$ cat config.mk
export PLATFORM = sky130hd
export DESIGN_NAME = pulse_rate_meter
export DESIGN_NICKNAME = d
export VERILOG_FILES = /design/src/rtl/prm_pkg.sv /design/src/rtl/prm_tick_gen.sv /design/src/rtl/pulse_rate_meter.sv
export SDC_FILE = /design/constraint.sdc
export NUM_CORES = 1
export LEC_CHECK = 0
export ABC_AREA = 1
export BUFFER_PORTS_ARGS = -buffer_cell sky130_fd_sc_hd__buf_2
export CORE_MARGIN = 2
export CORE_UTILIZATION = 60
export CTS_CLUSTER_DIAMETER = 120
export DETAILED_ROUTE_END_ITERATION = 7
export GPL_ROUTABILITY_DRIVEN = 0
export GPL_TIMING_DRIVEN = 0
export PLACE_DENSITY = 0.82
export SYNTH_ARGS = -nofsm -noshare
export SYNTH_HDL_FRONTEND = slang
export SYNTH_SLANG_ARGS = --single-unit
$ cat constraint.sdc
create_clock -name clk -period 4.8 [get_ports clk]
set_input_delay 0.96 -clock clk [delete_from_list [all_inputs] [get_ports clk]]
set_output_delay 0.96 -clock clk [all_outputs]
set_load 0.02 [all_outputs]
$ cat src/rtl/prm_pkg.sv
// Shared types and defaults for the pulse-rate meter.
// Latency: n/a (types, constants and a width helper only).
// Backpressure: n/a.
package prm_pkg;

  typedef enum logic [1:0] {
    S_IDLE    = 2'd0,
    S_COUNT   = 2'd1,
    S_CAPTURE = 2'd2,
    S_ALARM   = 2'd3
  } state_e;

  localparam int unsigned DEF_CLK_HZ   = 100_000_000;
  localparam int unsigned DEF_WINDOW_S = 60;
  localparam int unsigned DEF_CNT_W    = 8;
  localparam int unsigned DEF_DEB_CYC  = 1000;

  // Bits needed to hold the values 0..n-1 (at least one bit).
  function automatic int unsigned cnt_width(input int unsigned n);
    return (n <= 1) ? 1 : $clog2(n);
  endfunction

endpackage

$ cat src/rtl/prm_tick_gen.sv
// Second tick and measurement-window timer for the pulse-rate meter.
// Latency: combinational sec_tick/win_end from registered counters.
// Backpressure: none; both counters hold at zero while run is low.
//
// Ports:
//   clk      system clock
//   rst      asynchronous active-low reset
//   run      counters advance only while high, cleared otherwise
//   sec_tick one-cycle strobe every CLK_HZ cycles of run
//   win_end  sec_tick that closes the WINDOW_S-th second
module prm_tick_gen
  import prm_pkg::*;
#(
  parameter int unsigned CLK_HZ   = DEF_CLK_HZ,
  parameter int unsigned WINDOW_S = DEF_WINDOW_S
) (
  input  logic clk,
  input  logic rst,
  input  logic run,
  output logic sec_tick,
  output logic win_end
);

  localparam int unsigned PW = cnt_width(CLK_HZ);
  localparam int unsigned WW = cnt_width(WINDOW_S);
  localparam logic [PW-1:0] PRESC_MAX = PW'(CLK_HZ - 1);
  localparam logic [WW-1:0] WIN_MAX   = WW'(WINDOW_S - 1);

  logic [PW-1:0] presc_q, presc_d;
  logic [WW-1:0] win_q, win_d;

  assign sec_tick = run && (presc_q == PRESC_MAX);
  assign win_end  = sec_tick && (win_q == WIN_MAX);

  always_comb begin
    presc_d = presc_q;
    win_d   = win_q;
    if (!run) begin
      presc_d = '0;
      win_d   = '0;
    end else begin
      if (presc_q == PRESC_MAX) presc_d = '0;
      else                      presc_d = presc_q + 1'b1;
      if (sec_tick) begin
        if (win_q == WIN_MAX) win_d = '0;
        else                  win_d = win_q + 1'b1;
      end
    end
  end

  always_ff @(posedge clk or negedge rst) begin
    if (!rst) begin
      presc_q <= '0;
      win_q   <= '0;
    end else begin
      presc_q <= presc_d;
      win_q   <= win_d;
    end
  end

endmodule

$ cat src/rtl/pulse_rate_meter.sv
// Pulse-rate meter: counts rising edges of an async pulse over a timed window.
// Latency: pulse_in rise to count +1 is 3 cycles (3+DEB_CYC with the debounce filter).
// Backpressure: none; rate_valid is a one-cycle strobe with no handshake.
//
// Ports:
//   clk, rst          clock, asynchronous active-low reset
//   start, cls, mode  begin measurement / abort-clear / 0 single-shot, 1 continuous
//   pulse_in          asynchronous sensor pulse
//   thr_hi, thr_lo    live-count high alarm threshold / captured-rate low threshold (0 = off)
//   count, rate       live window count / last captured count
//   rate_valid        strobe in the cycle rate is updated
//   en_count          high while counting
//   alarm_hi          high while latched in the alarm state
//   alarm_lo          sticky low-rate flag, cleared by start or cls
//
// Build option: define PULSE_DEBOUNCE_EN to add a DEB_CYC-cycle stability
// filter between the synchroniser and the edge detector.
module pulse_rate_meter
  import prm_pkg::*;
#(
  parameter int unsigned CLK_HZ   = DEF_CLK_HZ,
  parameter int unsigned WINDOW_S = DEF_WINDOW_S,
  parameter int unsigned CNT_W    = DEF_CNT_W,
  parameter int unsigned DEB_CYC  = DEF_DEB_CYC
) (
  input  logic             clk,
  input  logic             rst,
  input  logic             start,
  input  logic             cls,
  input  logic             mode,
  input  logic             pulse_in,
  input  logic [CNT_W-1:0] thr_hi,
  input  logic [CNT_W-1:0] thr_lo,
  output logic [CNT_W-1:0] count,
  output logic [CNT_W-1:0] rate,
  output logic             rate_valid,
  output logic             en_count,
  output logic             alarm_hi,
  output logic             alarm_lo
);

  localparam logic [CNT_W-1:0] CNT_MAX = '1;

  // ---------------- input path ----------------
  logic sync1_q, sync2_q;
  logic filt;
  logic edge_q;
  logic inc;

  always_ff @(posedge clk or negedge rst) begin
    if (!rst) begin
      sync1_q <= 1'b0;
      sync2_q <= 1'b0;
      edge_q  <= 1'b0;
    end else begin
      sync1_q <= pulse_in;
      sync2_q <= sync1_q;
      edge_q  <= filt;
    end
  end

`ifdef PULSE_DEBOUNCE_EN
  localparam int unsigned DW = cnt_width(DEB_CYC);
  localparam logic [DW-1:0] DEB_MAX = DW'(DEB_CYC - 1);

  logic [DW-1:0] deb_cnt_q;
  logic          filt_q;

  // The filtered level only follows the synchronised level after it has
  // disagreed for DEB_CYC consecutive cycles; any agreement restarts the run.
  always_ff @(posedge clk or negedge rst) begin
    if (!rst) begin
      deb_cnt_q <= '0;
      filt_q    <= 1'b0;
    end else if (sync2_q == filt_q) begin
      deb_cnt_q <= '0;
    end else if (deb_cnt_q == DEB_MAX) begin
      deb_cnt_q <= '0;
      filt_q    <= sync2_q;
    end else begin
      deb_cnt_q <= deb_cnt_q + 1'b1;
    end
  end

  assign filt = filt_q;
`else
  // Pass-through; DEB_CYC has no effect in this build.
  assign filt = (DEB_CYC != 0) ? sync2_q : sync2_q;
`endif

  assign inc = filt & ~edge_q;

  // ---------------- window timing ----------------
  state_e state_q;
  logic   sec_tick;
  logic   win_end;

  prm_tick_gen #(
    .CLK_HZ  (CLK_HZ),
    .WINDOW_S(WINDOW_S)
  ) u_tick (
    .clk     (clk),
    .rst     (rst),
    .run     (state_q == S_COUNT),
    .sec_tick(sec_tick),
    .win_end (win_end)
  );

  // ---------------- counter and FSM ----------------
  logic [CNT_W-1:0] count_q, rate_q, count_sat;
  logic             rate_valid_q, en_count_q, alarm_hi_q, alarm_lo_q;

  // Next count including this cycle's edge, clamped at all-ones.
  always_comb begin
    count_sat = count_q;
    if (inc && (count_q != CNT_MAX)) count_sat = count_q + 1'b1;
  end

  always_ff @(posedge clk or negedge rst) begin
    if (!rst) begin
      state_q      <= S_IDLE;
      count_q      <= '0;
      rate_q       <= '0;
      rate_valid_q <= 1'b0;
      en_count_q   <= 1'b0;
      alarm_hi_q   <= 1'b0;
      alarm_lo_q   <= 1'b0;
    end else begin
      rate_valid_q <= 1'b0;
      if (cls) begin
        // Abort from anywhere; the last captured rate survives.
        state_q    <= S_IDLE;
        count_q    <= '0;
        en_count_q <= 1'b0;
        alarm_hi_q <= 1'b0;
        alarm_lo_q <= 1'b0;
      end else begin
        case (state_q)
          S_IDLE: begin
            count_q <= '0;
            if (start) begin
              state_q    <= S_COUNT;
              en_count_q <= 1'b1;
              alarm_lo_q <= 1'b0;
            end
          end
          S_COUNT: begin
            if (count_q > thr_hi) begin
              // Over-threshold beats a coinciding window end: no capture.
              state_q    <= S_ALARM;
              en_count_q <= 1'b0;
              alarm_hi_q <= 1'b1;
            end else if (sec_tick && win_end) begin
              // Capture on the way into CAPTURE so the strobe and the new
              // rate appear together, including an edge from this cycle.
              state_q      <= S_CAPTURE;
              en_count_q   <= 1'b0;
              count_q      <= count_sat;
              rate_q       <= count_sat;
              rate_valid_q <= 1'b1;
              alarm_lo_q   <= alarm_lo_q | ((thr_lo != '0) && (count_sat < thr_lo));
            end else begin
              count_q <= count_sat;
            end
          end
          S_CAPTURE: begin
            // Edges arriving here are dropped; the next window starts at zero.
            count_q <= '0;
            if (mode) begin
              state_q    <= S_COUNT;
              en_count_q <= 1'b1;
            end else begin
              state_q <= S_IDLE;
            end
          end
          S_ALARM: begin
            // Count frozen, start ignored; only cls or reset leaves.
          end
          default: begin
            state_q <= S_IDLE;
          end
        endcase
      end
    end
  end

  assign count      = count_q;
  assign rate       = rate_q;
  assign rate_valid = rate_valid_q;
  assign en_count   = en_count_q;
  assign alarm_hi   = alarm_hi_q;
  assign alarm_lo   = alarm_lo_q;

endmodule

==> flow_metrics.py <==
metrics = {
    "clocking": {
        "postCtsResizedCells": 0,
        "clk-insertion-delay-late_ns": 0.33,
        "cts_setup_buffers": 0,
        "holdBufCountCts": 0,
        "h-tree-depth": 3,
        "clockBufferDepth": 2,
        "cts_buffers": 9,
        "cts_tree": "yes",
        "cts_sinks": 58,
        "clockRootBuffer": "clkbuf_8",
        "path_clk_slew_ns": 0.07,
    },
    "sta": {
        "finalSetupViolations": 0,
        "grt_setup_unrepaired": "false",
        "slew_violations": 0,
        "period_minus_slack_ns": 2.813,
        "period_share": 0.5860,
        "timing.fmax_ghz": 0.3555,
        "slew-limit-headroom": 0.5235,
        "fin_skew_ns": 0.008621,
        "holdWs_ns": 0.3526,
        "hold_violations": 0,
        "setup-tns-final_ns": 0,
        "worst_pin_slew_ns": 0.7148,
    },
    "floorplan": {
        "die_h_um": 79.23,
        "ios": 42,
        "start_util": 0.6205,
        "core_area_mm2": 0.005473,
        "die-area_mm2": 0.006277,
        "row_count": 27,
        "die_w_um": 79.23,
    },
    "place": {
        "placed_area_mm2": 0.003691,
        "dp_hpwl_um": 5320,
        "io_buffers": 41,
    },
    "drt": {
        "drt_wl_total_um": 7126,
        "drtPass1Iterations": 4,
        "drt_iter0_markers": 276,
        "via_per_inst": 5.380,
        "vias": 3013,
        "drt-wirelength-per-cell_um": 12.73,
        "drtAntennaViolNets": 0,
        "drcViolationCount": 0,
    },
    "cells_and_area": {
        "nets": 526,
        "syn_to_final_growth_pct": 13.78,
        "antennaDiodeCount": 0,
        "drive_gt1_frac": 0.1557,
        "final_cell_area_mm2": 0.003864,
        "fillCellCount": 450,
    },
    "yosys": {
        "synth_edf_count": 0,
        "async_flop_share": 1.000,
        "synth_cell_types": 31,
        "syn-num-nets": 474,
        "yosysSeqAreaShare": 0.4274,
        "syn_area_mm2": 0.003396,
        "synth_seq_cells": 58,
        "synth_flop_cell": "dfrtp_1",
        "avgSynthCellArea_um2": 7.879,
        "ys_warn_count": 0,
        "synthCells": 431,
    },
    "min_path": {
        "hp-start": "sync1_q",
        "whs_path_depth": 0,
        "holdPathEnd": "filt",
        "hold_class": "reg2reg",
    },
    "worst_setup_path": {
        "crit_top_cell": "nand2_1",
        "cp-start-kind": "register",
        "crit_type": "reg2reg",
        "r2r_start": "count[1]",
        "cp_slowest_cell": "dfrtp_1",
        "cp.depth": 16,
        "worst_setup_path_end_kind": "register",
        "critPathRequiredTime_ns": 5.06,
        "rrSetupSlack_ns": 1.99,
        "r2r_cells": 16,
        "r2r_end": "alarm_lo",
        "worst-path-max-fanout": 5,
        "crit_family": "simple AND/OR/NAND/NOR gates",
        "crit_chain": "ha_1 -> inv_1 -> nor2_1 -> nand2_1 -> and3_1 -> nand3_1 -> xor2_1 -> inv_1 -> ha_1 -> nand4_1 -> o21ai_0 -> nor3b_1 -> nand2_1 -> nor2_1 -> nand2_1 -> a21oi_1",
        "path_buf_inv": 2,
        "worstPathArrival_ns": 3.07,
        "cp_slowest_stage_delay_ns": 0.43,
    },
    "run": {
        "cap_violations": 0,
    },
    "power": {
        "peakVddDrop_mv": 0.2121,
        "p_per_area_mw_per_mm2": 320.2,
        "leakage_nw": 1.972,
    },
    "global_route": {
        "grt_use_total": 0.2518,
        "grt_max_degree": 59,
        "antenna_found_initial": 0,
        "grt_pass1_vias": 2921,
        "grt_pass1_wl_um": 12400,
        "grt-ovfl-total": 0,
    },
    "status": {
        "status": "complete, no violations",
    },
}
[worst max-delay path by stage]
| stage | from | end | slack, ns |
|---|---|---|---|
| 2_1_floorplan | count[1] | alarm_lo | 2.30 |
| 3_3_place_gp | thr_hi[7] | count[5] | 1.97 |
| 3_5_place_dp | thr_hi[7] | count[6] | 1.89 |
| 4_1_cts | count[1] | alarm_lo | 2.02 |
| 5_1_grt | count[1] | alarm_lo | 1.74 |
| 6_report | count[1] | alarm_lo | 1.99 |
[synthesized netlist by cell type, types with 2 or more instances]
library cell  count  share of area
a21oi_1          24          0.035
a31oi_1           2         0.0037
buf_2             2         0.0029
dfrtp_1          58           0.43
ha_1             21          0.077
inv_1            73          0.081
nand2_1          92           0.10
nand3_1          20          0.029
nand3_2           2         0.0059
nand4_1           9          0.017
nor2_1           46          0.051
nor2_2            2         0.0037
nor3_1           15          0.022
nor3_4            2         0.0096
nor3b_1           2         0.0044
nor4_1            3         0.0055
o21ai_0          17          0.025
o21ai_2           8          0.021
o22ai_1          10          0.018
xor2_1           12          0.031
[state kept, by name, indices dropped and copies added, names as in the netlist]
signal          flops
count               8
edge_q              1
alarm_lo            1
alarm_hi            1
u_tick.win_q        6
en_count            1
rate_valid          1
sync1_q             1
filt                1
rate                8
state_q             2
u_tick.presc_q     27
[per-layer routing]
layer,share of wire,GRT usage
met5,0,0
met4,0.014,0.09310
met3,0.047,0.05000
met2,0.48,0.4263
met1,0.46,0.3208
[layout by cell type, fill, tap and decap left out]
cell        netlist  layout
a211oi_1          1       1
a21oi_1          24      24
a22o_1            1       1
a31oi_1           2       2
and2_1            1       1
and3_1            1       1
buf_2             2      42
buf_4             0       1
buf_6             1       1
clkbuf_8          0      10
clkinv_1          1       1
clkinv_2          0       5
clkinvlp_4        0       1
dfrtp_1          58      58
ha_1             21      21
inv_1            73      73
nand2_1          92      92
nand2_2           1       1
nand3_1          20      20
nand3_2           2       2
nand3b_4          1       1
nand4_1           9       9
nor2_1           46      46
nor2_2            2       2
nor3_1           15      15
nor3_4            2       2
nor3b_1           2       2
nor4_1            3       3
o211ai_1          1       1
o21a_1            1       1
o21ai_0          17      17
o21ai_2           8       8
o22ai_1          10      10
xnor2_1           1       1
xor2_1           12      12
[cells by family (layout without fill, tap and decap cells)]
kind of cell | after synthesis | count (layout) | synth area share
adders and majority gates | 21 | 21 | 0.07738
DFF | 58 | 58 | 0.4274
buffers and inverters | 77 | 134 | 0.08806
xor gates and xnor gates | 13 | 13 | 0.03353
AOI/OAI and AO/OA | 65 | 65 | 0.1124
and+or+nand+nor | 197 | 197 | 0.2612
[where the power goes]
| group | switching (mW) | total, mW | internal, mW | leakage [nW] |
|---|---|---|---|---|
| clock network | 0.194 | 0.390 | 0.196 | 0.0916 |
| logic | 0.211 | 0.308 | 0.0969 | 1.10 |
| registers | 0.0202 | 0.539 | 0.519 | 0.779 |
[cell type report]
type                       instances  area, um^2  share of cell area
tap                               72       90.09             0.02332
clock buffer                      10       137.6             0.03562
sequential                        58        1451              0.3756
buffer                             3       21.27            0.005505
inverter                          74       277.8             0.07189
timing repair buffer              41       207.7             0.05376
clock inverter                     6       32.53            0.008420
multi-input combinational        296        1645              0.4258
[stage by stage]
step	power (mW)	std cells	setup slack (ns)	util
CTS	1.244	560	2.023	0.7055
finish	1.237	560	1.987	0.7060
global placement	0.8466	544	1.972	0.6744
global route	1.312	560	1.737	0.7060
detailed placement	0.8562	544	1.887	0.6744
floorplan	0.7580	431	2.302	-
Note: power is estimated with default switching activity, not from simulation.
